### src/rtl/scarf_pat_gen_pkg.sv
// ---------------------------------------------------------------------------
// scarf_pat_gen_pkg
// Shared types and constants for the SCARF pattern-generator sequencer.
//   seqState_t      : sequencer state (IDLE, FETCH, RUN, DONE)
//   GPIO_SEL_*      : num_gpio_sel encodings (1/2/4/8 bits per sample)
//   samplesPerByte  : number of samples unpacked from one RAM byte
// ---------------------------------------------------------------------------
package scarf_pat_gen_pkg;

  typedef enum logic [1:0] {
    IDLE  = 2'd0,
    FETCH = 2'd1,
    RUN   = 2'd2,
    DONE  = 2'd3
  } seqState_t;

  localparam logic [1:0] GPIO_SEL_1 = 2'd0;
  localparam logic [1:0] GPIO_SEL_2 = 2'd1;
  localparam logic [1:0] GPIO_SEL_4 = 2'd2;
  localparam logic [1:0] GPIO_SEL_8 = 2'd3;

  // A byte holds 8 >> sel samples, each 1 << sel bits wide.
  function automatic logic [3:0] samplesPerByte(input logic [1:0] sel);
    return 4'd8 >> sel;
  endfunction

endpackage

### src/rtl/scarf_pat_gen_timer.sv
// ---------------------------------------------------------------------------
// scarf_pat_gen_timer
// Two-stage prescaler that produces a one-cycle timestep tick every
// (i_stage1Sel+1)*(i_timestepSel+1) clock cycles.
// Ports:
//   clk            : system clock
//   rst_sync       : synchronous active-high reset
//   i_clear        : holds both counters at zero while asserted
//   i_stage1Sel    : stage-1 wrap value (latched config)
//   i_timestepSel  : stage-2 wrap value (latched config)
//   o_tick         : high on the last cycle of each timestep
// ---------------------------------------------------------------------------
module scarf_pat_gen_timer (
  input  logic       clk,
  input  logic       rst_sync,
  input  logic       i_clear,
  input  logic [3:0] i_stage1Sel,
  input  logic [4:0] i_timestepSel,
  output logic       o_tick
);

  logic [3:0] r_stage1Cnt;
  logic [4:0] r_stage2Cnt;
  logic       w_stage1Wrap;

  assign w_stage1Wrap = (r_stage1Cnt == i_stage1Sel);

  // The tick is combinational so the sample shift happens on the same edge
  // that ends the timestep; both counters start at zero on the first RUN
  // cycle because the sequencer holds i_clear outside of RUN.
  assign o_tick = !i_clear && w_stage1Wrap && (r_stage2Cnt == i_timestepSel);

  // Stage 1 counts clock cycles and wraps at i_stage1Sel; stage 2 only
  // advances on a stage-1 wrap and itself wraps at i_timestepSel.
  always_ff @(posedge clk) begin
    if (rst_sync || i_clear) begin
      r_stage1Cnt <= '0;
      r_stage2Cnt <= '0;
    end else if (w_stage1Wrap) begin
      r_stage1Cnt <= '0;
      if (r_stage2Cnt == i_timestepSel) begin
        r_stage2Cnt <= '0;
      end else begin
        r_stage2Cnt <= r_stage2Cnt + 5'd1;
      end
    end else begin
      r_stage1Cnt <= r_stage1Cnt + 4'd1;
    end
  end

endmodule

### src/rtl/scarf_pat_gen_seq.sv
// ---------------------------------------------------------------------------
// scarf_pat_gen_seq
// Walks pattern RAM from address 0 to end_address, unpacks each byte into
// 1/2/4/8-bit samples (MSB first) and drives one sample per timestep.
// Ports:
//   clk, rst_sync      : clock and synchronous active-high reset
//   enable             : level-sensitive run request
//   repeat_enable      : loop back to address 0 after end_address
//   end_address        : last pattern address, inclusive
//   num_gpio_sel       : bits per sample (0=1, 1=2, 2=4, 3=8)
//   timestep_sel       : stage-2 divide (timestep_sel+1 stage-1 ticks)
//   stage1_count_sel   : stage-1 prescale (stage1_count_sel+1 clocks)
//   ram_rd_en/addr     : RAM read request
//   ram_rd_data        : RAM data, valid one clock after ram_rd_en
//   gpio_out           : current sample, unused upper bits zero
//   active, done       : status (FETCH/RUN and DONE respectively)
// ---------------------------------------------------------------------------
module scarf_pat_gen_seq
  import scarf_pat_gen_pkg::*;
#(
  parameter int ADDR_W = 24,
  parameter int GPIO_W = 8
) (
  input  logic              clk,
  input  logic              rst_sync,
  input  logic              enable,
  input  logic              repeat_enable,
  input  logic [ADDR_W-1:0] end_address,
  input  logic [1:0]        num_gpio_sel,
  input  logic [4:0]        timestep_sel,
  input  logic [3:0]        stage1_count_sel,
  output logic              ram_rd_en,
  output logic [ADDR_W-1:0] ram_rd_addr,
  input  logic [GPIO_W-1:0] ram_rd_data,
  output logic [GPIO_W-1:0] gpio_out,
  output logic              active,
  output logic              done
);

  seqState_t         r_state;
  seqState_t         w_stateNext;

  logic              r_repeat;
  logic [ADDR_W-1:0] r_endAddr;
  logic [1:0]        r_gpioSel;
  logic [4:0]        r_timestepSel;
  logic [3:0]        r_stage1Sel;

  logic [GPIO_W-1:0] r_shiftReg;
  logic [GPIO_W-1:0] r_nextByte;
  logic              r_nextValid;
  logic              r_rdPending;
  logic [2:0]        r_sampleIdx;
  logic [ADDR_W-1:0] r_curAddr;

  logic              w_tick;
  logic              w_timerClear;
  logic              w_lastSample;
  logic              w_loadByte;
  logic              w_shiftSample;
  logic              w_bypass;
  logic              w_rdEn;
  logic [ADDR_W-1:0] w_rdAddr;
  logic [ADDR_W-1:0] w_loadAddr;
  logic [3:0]        w_sampleW;
  logic [GPIO_W-1:0] w_sample;

  // Address after a, wrapping to 0 past the last pattern byte. The plain
  // ADDR_W-bit increment also covers end_address = all ones.
  function automatic logic [ADDR_W-1:0] nextAddr(input logic [ADDR_W-1:0] a,
                                                 input logic [ADDR_W-1:0] lastA);
    return (a == lastA) ? '0 : a + ADDR_W'(1);
  endfunction

  assign w_timerClear = (r_state != RUN);
  assign w_sampleW    = 4'd1 << r_gpioSel;
  assign w_lastSample = ({1'b0, r_sampleIdx} == (samplesPerByte(r_gpioSel) - 4'd1));
  assign w_loadAddr   = nextAddr(r_curAddr, r_endAddr);
  assign w_bypass     = w_loadByte && !r_nextValid;

  scarf_pat_gen_timer u_timer (
    .clk           (clk),
    .rst_sync      (rst_sync),
    .i_clear       (w_timerClear),
    .i_stage1Sel   (r_stage1Sel),
    .i_timestepSel (r_timestepSel),
    .o_tick        (w_tick)
  );

  // Next-state and read-request logic. Reads are issued combinationally so
  // the data arrives in the following cycle: the IDLE read feeds FETCH, and
  // every byte load prefetches the byte after the one being loaded, unless
  // that loaded byte is the final one of a non-repeating pattern.
  always_comb begin
    w_stateNext   = r_state;
    w_rdEn        = 1'b0;
    w_rdAddr      = '0;
    w_loadByte    = 1'b0;
    w_shiftSample = 1'b0;
    case (r_state)
      IDLE: begin
        if (enable) begin
          w_stateNext = FETCH;
          w_rdEn      = 1'b1;
        end
      end
      FETCH: begin
        if (!enable) begin
          w_stateNext = IDLE;
        end else begin
          w_stateNext = RUN;
          if (r_repeat || (r_endAddr != '0)) begin
            w_rdEn   = 1'b1;
            w_rdAddr = nextAddr('0, r_endAddr);
          end
        end
      end
      RUN: begin
        if (!enable) begin
          w_stateNext = IDLE;
        end else if (w_tick) begin
          if (!w_lastSample) begin
            w_shiftSample = 1'b1;
          end else if ((r_curAddr == r_endAddr) && !r_repeat) begin
            w_stateNext = DONE;
          end else begin
            w_loadByte = 1'b1;
            if (r_repeat || (w_loadAddr != r_endAddr)) begin
              w_rdEn   = 1'b1;
              w_rdAddr = nextAddr(w_loadAddr, r_endAddr);
            end
          end
        end
      end
      DONE: begin
        if (!enable) begin
          w_stateNext = IDLE;
        end
      end
      default: w_stateNext = IDLE;
    endcase
  end

  // Sample extraction from the top of the shift register. Samples leave
  // MSB first, so the current one always sits in the upper w bits.
  always_comb begin
    w_sample = '0;
    case (r_gpioSel)
      GPIO_SEL_1: w_sample[0]   = r_shiftReg[GPIO_W-1];
      GPIO_SEL_2: w_sample[1:0] = r_shiftReg[GPIO_W-1 -: 2];
      GPIO_SEL_4: w_sample[3:0] = r_shiftReg[GPIO_W-1 -: 4];
      GPIO_SEL_8: w_sample      = r_shiftReg;
      default:    w_sample      = '0;
    endcase
  end

  // Reset state gates the read strobe too, so reset wins over a pending
  // enable in IDLE.
  assign ram_rd_en   = w_rdEn && !rst_sync;
  assign ram_rd_addr = w_rdAddr;
  assign gpio_out    = ((r_state == RUN) || (r_state == DONE)) ? w_sample : '0;
  assign active      = (r_state == FETCH) || (r_state == RUN);
  assign done        = (r_state == DONE);

  // State, latched configuration and the byte pipeline. Returned prefetch
  // data is parked in r_nextByte unless the same cycle consumes it directly
  // (the bypass path that keeps 1-clock, 8-bit patterns bubble free).
  // Leaving for IDLE drops any in-flight read.
  always_ff @(posedge clk) begin
    if (rst_sync) begin
      r_state       <= IDLE;
      r_repeat      <= 1'b0;
      r_endAddr     <= '0;
      r_gpioSel     <= '0;
      r_timestepSel <= '0;
      r_stage1Sel   <= '0;
      r_shiftReg    <= '0;
      r_nextByte    <= '0;
      r_nextValid   <= 1'b0;
      r_rdPending   <= 1'b0;
      r_sampleIdx   <= '0;
      r_curAddr     <= '0;
    end else begin
      r_state     <= w_stateNext;
      r_rdPending <= w_rdEn;
      if ((r_state == IDLE) && enable) begin
        r_repeat      <= repeat_enable;
        r_endAddr     <= end_address;
        r_gpioSel     <= num_gpio_sel;
        r_timestepSel <= timestep_sel;
        r_stage1Sel   <= stage1_count_sel;
      end
      case (r_state)
        FETCH: begin
          r_shiftReg  <= ram_rd_data;
          r_sampleIdx <= '0;
          r_curAddr   <= '0;
          r_nextValid <= 1'b0;
        end
        RUN: begin
          if (r_rdPending && !w_bypass) begin
            r_nextByte  <= ram_rd_data;
            r_nextValid <= 1'b1;
          end
          if (w_loadByte) begin
            r_shiftReg  <= r_nextValid ? r_nextByte : ram_rd_data;
            r_nextValid <= 1'b0;
            r_sampleIdx <= '0;
            r_curAddr   <= w_loadAddr;
          end else if (w_shiftSample) begin
            r_shiftReg  <= r_shiftReg << w_sampleW;
            r_sampleIdx <= r_sampleIdx + 3'd1;
          end
        end
        default: ;
      endcase
      if (w_stateNext == IDLE) begin
        r_nextValid <= 1'b0;
        r_rdPending <= 1'b0;
        r_sampleIdx <= '0;
      end
    end
  end

endmodule

### config.mk
export PLATFORM = sky130hd
export DESIGN_NAME = scarf_pat_gen_seq
export DESIGN_NICKNAME = d
export VERILOG_FILES = /design/src/rtl/scarf_pat_gen_pkg.sv /design/src/rtl/scarf_pat_gen_timer.sv /design/src/rtl/scarf_pat_gen_seq.sv
export SDC_FILE = /design/constraint.sdc
export NUM_CORES = 1
export LEC_CHECK = 0
export BUFFER_PORTS_ARGS = -buffer_cell sky130_fd_sc_hd__buf_2
export CAP_MARGIN = 20
export CORE_ASPECT_RATIO = 0.9
export CORE_MARGIN = 3
export CORE_UTILIZATION = 36
export CTS_BUF_LIST = sky130_fd_sc_hd__clkbuf_4 sky130_fd_sc_hd__clkbuf_8
export CTS_CLUSTER_DIAMETER = 40
export DETAILED_ROUTE_END_ITERATION = 8
export SLEW_MARGIN = 20
export SYNTH_ARGS = -nofsm -noshare
export SYNTH_HDL_FRONTEND = slang
export SYNTH_SLANG_ARGS = --single-unit
### constraint.sdc
create_clock -name clk -period 3.96 [get_ports clk]
set_clock_uncertainty 0.05 [all_clocks]
set_input_delay 0.594 -clock clk [delete_from_list [all_inputs] [get_ports clk]]
set_output_delay 0.594 -clock clk [all_outputs]
set_load 0.02 [all_outputs]
## Word-level counts from Yosys, hierarchy flattened

Index checks and enable logic that the tools add are counted.

- Bits in registers: 92
- Bits of input ports: 47

- Shift operators: 3
- $add $sub $neg: 6
- Reductions and logical operators: 29
- Equal/unequal tests: 16
- Multiplexer cells: 55

Operators with widths:

| kind | count |
|---|---|
| 2-to-1 mux 24 bit | 8 |
| case mux 24 bit (2 select lines) | 2 |
| adder 24 x 1 -> 24 bit (second input constant) | 2 |
| == test 24 bit | 2 |
| 2-to-1 mux 8 bit | 4 |
| logical NOT 24 bit | 1 |
| != test 24 bit | 1 |
| nonzero test 24 bit | 1 |
| 2-to-1 mux 1 bit | 22 |
| case mux 8 bit (2 select lines) | 1 |
| 2-to-1 mux 2 bit | 7 |
| == test 2 bit (second input constant) | 4 |
| case mux 2 bit (4 select lines) | 1 |
| AND reduction 2 bit | 4 |
| left shift 8 x 4 -> 8 bit | 1 |
| logical AND 1 bit | 7 |
| logical NOT 2 bit | 3 |
| 2-to-1 mux 3 bit | 2 |
| case mux 1 bit (3 select lines) | 2 |
| case mux 3 bit (2 select lines) | 1 |
| adder 5 x 1 -> 5 bit (second input constant) | 1 |
| == test 5 bit | 1 |
| logical NOT 1 bit | 5 |
| logical OR 1 bit | 5 |
| other kinds (18) | 21 |

## Depth between registers and ports, before layout

Gate-level depths: netlist of the first run.

- Depth after elaboration: 13
- Mapped depth: 17
- Mapped depth without buffers: 14

## Cells and area by module

A second synthesis of the first run with hierarchy kept.

- Cells, all modules: 825
- Area total of the unflattened synthesis: 6244.7 um^2

Modules (own cells, without submodules):

| module | area each (um^2) | cells an instance | times used |
|---|---|---|---|
| scarf_pat_gen_seq | 5776.8 | 772 | 1 |
| scarf_pat_gen_timer | 467.9 | 53 | 1 |

## Worst setup path after synthesis of the first run

Ideal clock, no wire load.

- Path kind: register to output
- Start: register r_curAddr[0]
- End: output port ram_rd_addr[20]
- Setup slack: -0.669 ns
- Arrival: 3.985 ns
- Buffers on the path: 3
- Data required time: 3.316 ns
- Stages on the path, launching flop included: 18
- Cells stage by stage: dfxtp_1 -> buf_2 -> nor2_1 -> o2111ai_1 -> or2_2 -> clkbuf_1 -> nor2_1 -> clkbuf_1 -> nor2_1 -> ha_1 -> nand2b_1 -> a2111oi_2 -> nand4b_1 -> or3_1 -> nor4_4 -> nor3b_1 -> xor2_1 -> nor3_1

- Cells in the longest elaborated chain, start to end: 10

Ends and longest elaborated chain:

| what | line | text |
|---|---|---|
| start: declaration | scarf_pat_gen_seq.sv:54 | `logic [ADDR_W-1:0] r_curAddr;` |
| start signal: assignment | scarf_pat_gen_seq.sv:209 | `r_curAddr <= w_loadAddr;` |
| adder 24 x 1 -> 24 bit / == test 24 bit (equally long branches) | scarf_pat_gen_seq.sv:72, scarf_pat_gen_seq.sv:124 |  |
| 2-to-1 mux 24 bit | scarf_pat_gen_seq.sv:72 | `return (a == lastA) ? '0 : a + ADDR_W'(1);` |
| adder 24 x 1 -> 24 bit, or another cell as far along | scarf_pat_gen_seq.sv:72 |  |
| 2-to-1 mux 24 bit / logical OR 1 bit (equally long branches) | scarf_pat_gen_seq.sv:72, scarf_pat_gen_seq.sv:128 |  |
| 2-to-1 mux 24 bit | scarf_pat_gen_seq.sv:128 | `if (r_repeat \|\| (w_loadAddr != r_endAddr)) begin` |
| 2-to-1 mux 24 bit * | scarf_pat_gen_seq.sv:124 | `end else if ((r_curAddr == r_endAddr) && !r_repeat) begin` |
| 2-to-1 mux 24 bit * | scarf_pat_gen_seq.sv:122 | `if (!w_lastSample) begin` |
| 2-to-1 mux 24 bit * | scarf_pat_gen_seq.sv:121 | `end else if (w_tick) begin` |
| 2-to-1 mux 24 bit * | scarf_pat_gen_seq.sv:119 | `if (!enable) begin` |
| case mux 24 bit (2 select lines) * | scarf_pat_gen_seq.sv:100 | `case (r_state)` |
| end: declaration | scarf_pat_gen_seq.sv:33 | `output logic [ADDR_W-1:0] ram_rd_addr,` |

Mark *: on every way between the ends. The rest lies on a longest branch, timed or not.

## Worst setup path in the final report of the first run

- Start: register r_curAddr[4]
- End: output port ram_rd_addr[16]

Same word-level chain as after synthesis.

==> results of run 1 <==
-- per-layer routing --
metal / vias to the layer above / global-route usage (%) / part of all wire (%) / wire [um]
li1: 3299 / - / - / -
met1: 3156 / 35.8 / 49 / 11100
met2: 280 / 33.8 / 42 / 9500
met3: 37 / 4.84 / 7.4 / 1680
met4: 0 / 6.91 / 2.0 / 456
met5: - / 0 / 0 / 0
-- tightest hold or removal path, stage by stage --
cell and delay (ns):
buf_2 0.10, nand2_1 0.04, a21oi_1 0.05
-- registers in the layout (all words and copies together) (netlist names) --
| signal | flops |
|---|---|
| r_gpioSel | 2 |
| r_timestepSel | 5 |
| r_curAddr | 24 |
| r_endAddr | 24 |
| r_stage1Sel | 4 |
| u_timer.r_stage2Cnt | 5 |
| r_nextByte | 8 |
| r_shiftReg | 8 |
| r_rdPending | 1 |
| r_repeat | 1 |
| r_nextValid | 1 |
| u_timer.r_stage1Cnt | 4 |
| r_sampleIdx | 3 |
| r_state | 2 |
-- logic make-up after synthesis --
family / after synthesis
adders and majority gates: 11
xor gates and xnor gates: 78
buffers and inverters: 69
AOI/OAI and AO/OA: 184
DFF: 92
muxes: 14
and+or+nand+nor: 384
-- per-stage QoR --
stage | hold slack [ns] | total power [mW] | area, um^2 | cells | setup TNS, ns
finish | 0.388 | 2.06 | 8670 | 1219 | -4.20
global placement | 0.409 | 1.37 | 7640 | 1179 | 0
global route | 0.374 | 2.14 | 8670 | 1219 | -7.63
floorplan | 0.390 | 1.23 | 6350 | 832 | -0.00598
detailed placement | 0.415 | 1.37 | 7640 | 1179 | 0
CTS | 0.365 | 2.06 | 8150 | 1211 | -3.25
-- area by class of cell --
type                    count  area share (%)
flip-flops and latches     92            21.8
clock inverters             6           0.707
well taps                 207            2.99
clock buffers              10            1.59
multi-input cells         671            53.5
repair buffers            216            18.7
inverters                  17           0.736
-- power groups by stage --
stage	combinational, mW	sequential, mW	clock (mW)
after detailed placement	0.365	1.01	0
after CTS	0.381	0.984	0.691
after global placement	0.366	1.01	0
final	0.401	0.986	0.672
after global routing	0.432	0.990	0.721
after floorplan	0.221	1.01	0
-- final timing paths --
path              slack (ns)        startpoint          endpoint  cells after the start
setup / recovery       -0.23      r_curAddr[4]   ram_rd_addr[16]                     13
hold / removal          0.39    end_address[6]      r_endAddr[6]                      3
setup reg to reg        0.47      r_gpioSel[0]     r_nextByte[7]                     10
hold reg to reg         0.43  r_timestepSel[3]  r_timestepSel[3]                      2
-- cells in the final DEF (no fill, tap or decap), types with 6 or more instances in the layout --
| master | synthesis | layout |
|---|---|---|
| xor2_2 | 0 | 10 |
| buf_4 | 2 | 131 |
| o21ai_0 | 30 | 29 |
| buf_2 | 9 | 56 |
| dfxtp_4 | 0 | 7 |
| mux2i_1 | 13 | 13 |
| nor2_4 | 0 | 14 |
| dfxtp_1 | 92 | 68 |
| and4_1 | 7 | 6 |
| or2_2 | 8 | 7 |
| nor2_1 | 87 | 67 |
| or3_1 | 10 | 7 |
| and2_1 | 11 | 8 |
| a221o_1 | 7 | 7 |
| dfxtp_2 | 0 | 17 |
| ha_1 | 11 | 9 |
| nor3_1 | 24 | 18 |
| clkbuf_8 | 0 | 10 |
| nand2_1 | 117 | 117 |
| and3_1 | 8 | 6 |
| xor2_1 | 42 | 31 |
| nand2b_1 | 11 | 10 |
| o31ai_1 | 8 | 7 |
| inv_1 | 17 | 17 |
| nand4_1 | 12 | 12 |
| xnor2_1 | 35 | 32 |
| buf_6 | 0 | 26 |
| nand3_1 | 31 | 30 |
| a21oi_1 | 79 | 79 |
| nand3b_1 | 8 | 8 |
| a211oi_1 | 7 | 7 |
| nor2_2 | 0 | 6 |
| nor4_1 | 16 | 9 |
| nor2b_1 | 9 | 9 |
-- timing repair --
action | 4_1_cts | 5_1_grt
hold buffers | 0 | 0
buffers inserted | 16 | 9
gates resized for setup | 51 | 109
cloned | 0 | 1
pin swaps | 19 | 31
setup endpoints to repair | 25 | 25
==> flow_summary.toml, run 1 <==
[outcome]
run_status = "finished, violations left"
violations = "negative setup slack"

[logic_synthesis]
synth_nets = 890
synth_top_family_by_area = "simple AND/OR/NAND/NOR gates"
synth.mux.area_fraction_pct = 2.27
syn_inst = 832
synth_top_flop_cell = "dfxtp_1"
yosys.area_share.adder_pct = 2.21
synthTopCellsByCount = "nand2_1 (117), dfxtp_1 (92), nor2_1 (87), a21oi_1 (79), xor2_1 (42)"
synth_area_um2 = 6230
synth-seq-area-share_pct = 29.6
yosysMostFrequentCell = "nand2_1"
synth.avg_cell_area_um2 = 7.48
async_flop_share_pct = 0
yosys.area.top_type = "dfxtp_1"
netlist-cell-type-count = 69
yosys_warnings = 0
synth_top_area_share_pct = 29.6
synth_xor_area_share_pct = 11.2
synth_seq_cells = 92
synth_edf_count = 0
synth-simple-area-share_pct = 31.3
yosys-top-cells-area = "dfxtp_1 (30%), nand2_1 (7.1%), a21oi_1 (6.4%)"
synth_compound_area_share_pct = 18.9

[routing]
num_vias = 6772
avgRoutedWirePerCell_um = 18.6
ant_nets = 0
drt_wl_total_um = 22700
routed_via_density = 5.56
drcViolationCount = 0
drt_iter0_drc = 792
first_pass_iters = 7

[cells_and_area]
antenna_cells = 0
layout-drive-gt1-share_pct = 34.5
nFillCells = 1599
fin_util_pct = 52.5
syn2layout_area_growth_pct = 39.2
multi_input_area_um2 = 4630
fin_nets = 1065
seq_area_um2 = 1890

[power]
seqPwrFrac_pct = 47.9
p_leak_nw = 3.44
p_sw_share_pct = 30.5
internal-power_mw = 1.43
clkPwrFrac_pct = 32.7
ir_drop_mv = 0.293
p_comb_share_pct = 19.5
power_density_nw_per_um2 = 238
p_switching_uw = 628

[timing]
fin_crit_ns = 4.19
period_share_pct = 106
worstMarginPinSlew_ns = 1.09
fmax_mhz = 238
drv_slew = 0
rsz0062_at_grt = "true"
finalSetupViolations = 25
setup_ws_ns = -0.234
slew_headroom_pct = 26.8
hold_violations = 0

[global_route]
grt.total_usage_pct = 23.7
antenna_found_initial = 0
grt_pass1_vias = 6111
grt_max_degree = 37
grt_overflow_total = 0
grt_pass1_wl_um = 34500

[placed_design]
io_buffers = 81
pre_cts_ws_ns = 0.0232
gp_congestion = 1.01
dp.final_hpwl_um = 17000

[clock_tree]
htree_levels = 3
clkTransAtPathRegs_ns = 0.09
clk_latency_ns = 0.38
cts-root-buf = "clkbuf_8"
cts_buffers = 9
cts.sinks = 92
cts_tree = "built"
clk_path_buf_depth = 2

[setup_path]
crit_path_start_kind = "flop"
crit_buf_inv = 4
cp_max_fo = 7
crit_chain = "buf_6 > buf_4 > nand4_1 > or4_4 > and2_4 > a2111o_1 > a2111oi_4 > nand4_1 > or3_4 > nand3_4 > buf_12 > nor2_1 > buf_4"
critical-path-top-delay-family = "simple AND/OR/NAND/NOR gates"
crit_required_ns = 3.32
crit_path_end_kind = "output pin"
cpMaxStageDelayCell = "or4_4"
crit_type = "reg -> out"
max_stage_delay_ns = 0.47
arrival_ns = 3.55

[flow_run]
max_cap_violations = 0

[floorplanning]
core_um2 = 16500
start_util_pct = 37.7
rows = 44
die_y_um = 131
die_w_um = 145
die_area_um2 = 18900
io_pins = 82

[min_path]
worstHoldPathType = "in -> reg"
Power figures use the tool's default switching activity.
==> run 2: changes to the inputs <==
--- a/config.mk
+++ b/config.mk
@@ -9,10 +9,11 @@
 export CAP_MARGIN = 20
 export CORE_ASPECT_RATIO = 0.9
 export CORE_MARGIN = 3
-export CORE_UTILIZATION = 36
-export CTS_BUF_LIST = sky130_fd_sc_hd__clkbuf_4 sky130_fd_sc_hd__clkbuf_8
+export CORE_UTILIZATION = 55
+export CTS_BUF_LIST = sky130_fd_sc_hd__clkbuf_8
 export CTS_CLUSTER_DIAMETER = 40
 export DETAILED_ROUTE_END_ITERATION = 8
+export PLACE_DENSITY = 0.8
 export SLEW_MARGIN = 20
 export SYNTH_ARGS = -nofsm -noshare
 export SYNTH_HDL_FRONTEND = slang
==> flow_summary.toml, run 2 (synthesized netlist as in run 1, its figures left out) <==
[outcome]
run_status = "finished, violations left"
violations = "negative setup slack"

[setup_path]
crit_chain = "xor2_1 > nor4_1 > nand4_1 > nor2_4 > nor2_4 > ha_4 > nand2b_4 > a2111oi_4 > nand4b_1 > or3_4 > nor4_4 > buf_4 > nand3b_1 > xnor2_1 > nor2_1 > buf_4"
crit_required_ns = 3.32
cpMaxStageDelayCell = "dfxtp_1"
timing.rr.start = "r_gpioSel[0]"
startpoint = "r_curAddr[13]"
crit_path_end_kind = "output pin"
crit_type = "reg -> out"
max_stage_delay_ns = 0.48
crit_path_start_kind = "flop"
arrival_ns = 3.77
cp_max_fo = 4

[clock_tree]
clk_path_buf_depth = 2
cts-root-buf = "clkbuf_8"
cts_tree = "built"
cts_buffers = 9
cts.sinks = 92
htree_levels = 3
ctsHoldBuffers = 0
clkTransAtPathRegs_ns = 0.10
clk_latency_ns = 0.39

[power]
p_leak_nw = 3.41
ir_drop_mv = 0.304
power_density_nw_per_um2 = 237
finalPower_mw = 2.01

[routing]
routed_via_density = 6.10
first_pass_iters = 6
ant_nets = 0
drt_wl_total_um = 23100
drcViolationCount = 0
drt_iter0_drc = 859
num_vias = 7076
avgRoutedWirePerCell_um = 19.9

[floorplanning]
die_area_um2 = 12600
start_util_pct = 56.9
die_w_um = 118
die_y_um = 107
io_pins = 82
rows = 36
core_um2 = 10900

[timing]
fmax_mhz = 227
rsz0062_at_grt = "true"
hold_violations = 0
worstMarginPinSlew_ns = 0.859
finalSetupViolations = 25
drv_slew = 0
period_share_pct = 111
finalSetupTns_ns = -6.09
setup_ws_ns = -0.453
slew_headroom_pct = 42.4
fin_crit_ns = 4.41

[placed_design]
pre_cts_ws_ns = 0.0383
gp_congestion = 1.01
dp.final_hpwl_um = 16300
io_buffers = 81

[global_route]
grt_pass1_wl_um = 33700
grt_max_degree = 44
antenna_found_initial = 0
grt_pass1_vias = 6457
grt_overflow_total = 0
grt.total_usage_pct = 33.7

[cells_and_area]
reg.largest.list = "r_curAddr x24, r_endAddr x24"
layout-drive-gt1-share_pct = 33.2
final_common_cell = "buf_4"
fin_nets = 1061
antenna_cells = 0
final_cell_mix = "buf_4 (123), nand2_1 (114), a21oi_1 (79)"
syn2layout_area_growth_pct = 36.6

[min_path]
worstHoldPathType = "in -> reg"
min-delay-start = "end_address[3]"

[flow_run]
max_cap_violations = 0
==> run 2: stage by stage <==
step | area (um^2) | hold slack (ns) | std cells | utilization, %
after global placement | 7600 | 0.407 | 1129 | 69.5
after floorplan | 6350 | 0.390 | 832 | -
final | 8510 | 0.378 | 1160 | 77.7
after detailed placement | 7610 | 0.409 | 1129 | 69.5
after global routing | 8510 | 0.376 | 1160 | 77.7
after CTS | 8000 | 0.364 | 1153 | 73.1
==> run 2: path summary, 6_finish.rpt <==
path,cells past startpoint,to,slack [ns]
setup reg to reg,11,r_nextByte[7],0.45
setup / recovery,16,ram_rd_addr[18],-0.45
hold reg to reg,2,r_stage1Sel[3],0.42
hold / removal,3,r_endAddr[3],0.38
==> run 2: layout make-up <==
cell class,instances,area (um^2)
Multi-Input combinational cell,671,4590
Fill cell,808,2440
Timing Repair Buffer,212,1600
Clock buffer,10,138
Sequential cell,92,1880
Clock inverter,6,47.5
Tap cell,152,190
Inverter,17,63.8
==> run 2: power breakdown <==
group | total, mW | internal, mW | switching [mW]
registers | 0.986 | 0.953 | 0.0328
clock network | 0.634 | 0.252 | 0.382
logic | 0.392 | 0.164 | 0.228
total | 2.01 | 1.37 | 0.643
==> run 2: worst max-delay path, delay by kind of cell, from the launching register on <==
kind / cells / cell delay [ns]
AND/OR/NAND/NOR: 10 / 1.65
flip-flops: 1 / 0.48
XOR/XNOR: 2 / 0.46
buffers and inverters: 2 / 0.35
AO/OA/AOI/OAI: 1 / 0.25
adder cells (fa/ha/maj): 1 / 0.16
==> run 2: what timing repair did <==
action                     4_1_cts  5_1_grt
gates cloned                     0        1
setup endpoints to repair       25       25
gates resized for setup         38      110
buffers inserted                 8        5
pin swaps                       12       22
==> run 2: per-layer routing <==
layer | vias up | wire, um | global-route usage, %
li1 | 3291 | - | -
met1 | 3309 | 9860 | 47.3
met2 | 407 | 10100 | 51.2
met3 | 69 | 2490 | 8.44
met4 | 0 | 704 | 10.3
met5 | - | 0 | 0
==> run 3: changes to the inputs <==
--- a/config.mk
+++ b/config.mk
@@ -14,6 +14,7 @@
 export CTS_CLUSTER_DIAMETER = 40
 export DETAILED_ROUTE_END_ITERATION = 8
 export PLACE_DENSITY = 0.8
+export RECOVER_POWER = 100
 export SLEW_MARGIN = 20
 export SYNTH_ARGS = -nofsm -noshare
 export SYNTH_HDL_FRONTEND = slang
==> flow_summary.toml, run 3 (synthesized netlist as in run 1, its figures left out) <==
[routing]
first_pass_iters = 6
drcViolationCount = 0
ant_nets = 0
num_vias = 7037
avgRoutedWirePerCell_um = 19.9
routed_via_density = 6.07
drt_wl_total_um = 23100
drt_iter0_drc = 789

[clock_tree]
clk_latency_ns = 0.39
htree_levels = 3
clk_path_buf_depth = 2
cts_tree = "built"
cts.sinks = 92
clkTransAtPathRegs_ns = 0.10
cts-root-buf = "clkbuf_8"
cts_buffers = 9

[timing]
period_share_pct = 111
setup_ws_ns = -0.449
fin_crit_ns = 4.41
worstMarginPinSlew_ns = 1.78
slew_headroom_pct = -18.6
fmax_mhz = 227
hold_violations = 0
finalSetupViolations = 25
drv_slew = 37
rsz0062_at_grt = "true"

[power]
p_leak_nw = 3.36
power_density_nw_per_um2 = 237
ir_drop_mv = 0.302
finalPower_mw = 2.01

[cells_and_area]
layout.cells.non_filler = 1160
syn2layout_area_growth_pct = 36.1
layout-drive-gt1-share_pct = 31.9
antenna_cells = 0
final_common_cell = "buf_4"
final_cell_mix = "buf_4 (118), nand2_1 (114), a21oi_1 (79)"
fin_nets = 1061
nFillCells = 816
reg.largest.list = "r_curAddr x24, r_endAddr x24"
fin_util_pct = 77.4

[setup_path]
timing.rr.start = "r_curAddr[13]"
arrival_ns = 3.77
crit_type = "reg -> out"
startpoint = "r_curAddr[13]"
cp_max_fo = 4
reg2reg_to = "r_shiftReg[5]"
reg2reg_setup_slack_ns = 0.03
crit_path_end_kind = "output pin"
crit_path_start_kind = "flop"
crit_required_ns = 3.32
critPathCapture = "ram_rd_addr[18]"
rr_worst_depth = 13

[global_route]
grt_pass1_wl_um = 33700
antenna_found_initial = 0
grt_use_met1_pct = 47.3
grt_max_degree = 44
grt_pass1_vias = 6457
grt_overflow_total = 0
use_met3_pct = 8.44
top_usage_layer = "met2"
met2_usage_pct = 51.2
grt.total_usage_pct = 33.7

[flow_run]
max_cap_violations = 1

[placed_design]
pre_cts_ws_ns = 0.0383
io_buffers = 81
dp.final_hpwl_um = 16300
gp_congestion = 1.01
dp_cells = 1129

[outcome]
violations = "max-capacitance violations, max-slew violations, negative setup slack"
run_status = "finished, violations left"

[floorplanning]
die_w_um = 118
core_um2 = 10900
die_area_um2 = 12600
io_pins = 82
rows = 36
start_util_pct = 56.9
die_y_um = 107

[min_path]
worstHoldPathType = "in -> reg"
run 3: metal layers:
metal  part of all wire (%)  up-vias
met5                      0        -
met4                    2.9        0
met3                     10       63
met2                     44      395
met1                     43     3285
li1                       -     3294
run 3: worst min-delay path by stage:
stage,start,to,slack (ns),cells past startpoint
3_5_place_dp,r_timestepSel[0],r_timestepSel[0],0.41,2
4_1_cts,end_address[3],r_endAddr[3],0.36,3
5_1_grt,stage1_count_sel[1],r_stage1Sel[1],0.38,3
3_3_place_gp,r_timestepSel[2],r_timestepSel[2],0.41,2
6_report,end_address[3],r_endAddr[3],0.38,3
2_1_floorplan,u_timer.r_stage1Cnt[0],u_timer.r_stage1Cnt[0],0.39,1
run 3: stage by stage:
stage	TNS, ns	area [um^2]	hold slack [ns]
floorplan	-0.00598	6350	0.390
global placement	0	7600	0.407
detailed placement	0	7610	0.409
CTS	-4.59	8000	0.364
global route	-11.05	8470	0.376
finish	-7.84	8470	0.378
run 3: where the power goes:
part	leakage (nW)	internal, mW	total [mW]	switching (mW)
clock network	0.0926	0.252	0.634	0.382
logic	2.51	0.163	0.390	0.228
registers	0.758	0.953	0.986	0.0326
total	3.36	1.37	2.01	0.642
run 3: layout make-up:
type,instances,area (um^2),area share (%)
Clock inverter,6,47.5,0.561
Sequential cell,92,1880,22.1
Timing Repair Buffer,212,1580,18.6
Tap cell,152,190,2.24
Multi-Input combinational cell,671,4580,54.1
Clock buffer,10,138,1.62
Inverter,17,63.8,0.753
run 3: repair_timing:
action / 4_1_cts / 5_1_grt
resized for setup: 38 / 110
setup endpoints to repair: 25 / 25
hold buffers: 0 / 0
pin swaps: 12 / 22
gates cloned: 0 / 1
setup buffers: 8 / 5
run 3: critical path, cell delays in order (launching register included):
cell	delay, ns
dfxtp_1	0.48
xor2_1	0.22
nor4_1	0.10
nand4_1	0.16
nor2_4	0.08
nor2_4	0.14
ha_4	0.16
nand2b_4	0.06
a2111oi_4	0.25
nand4b_1	0.20
or3_4	0.42
nor4_4	0.30
buf_4	0.19
nand3b_1	0.12
xnor2_1	0.24
nor2_1	0.08
buf_4	0.16
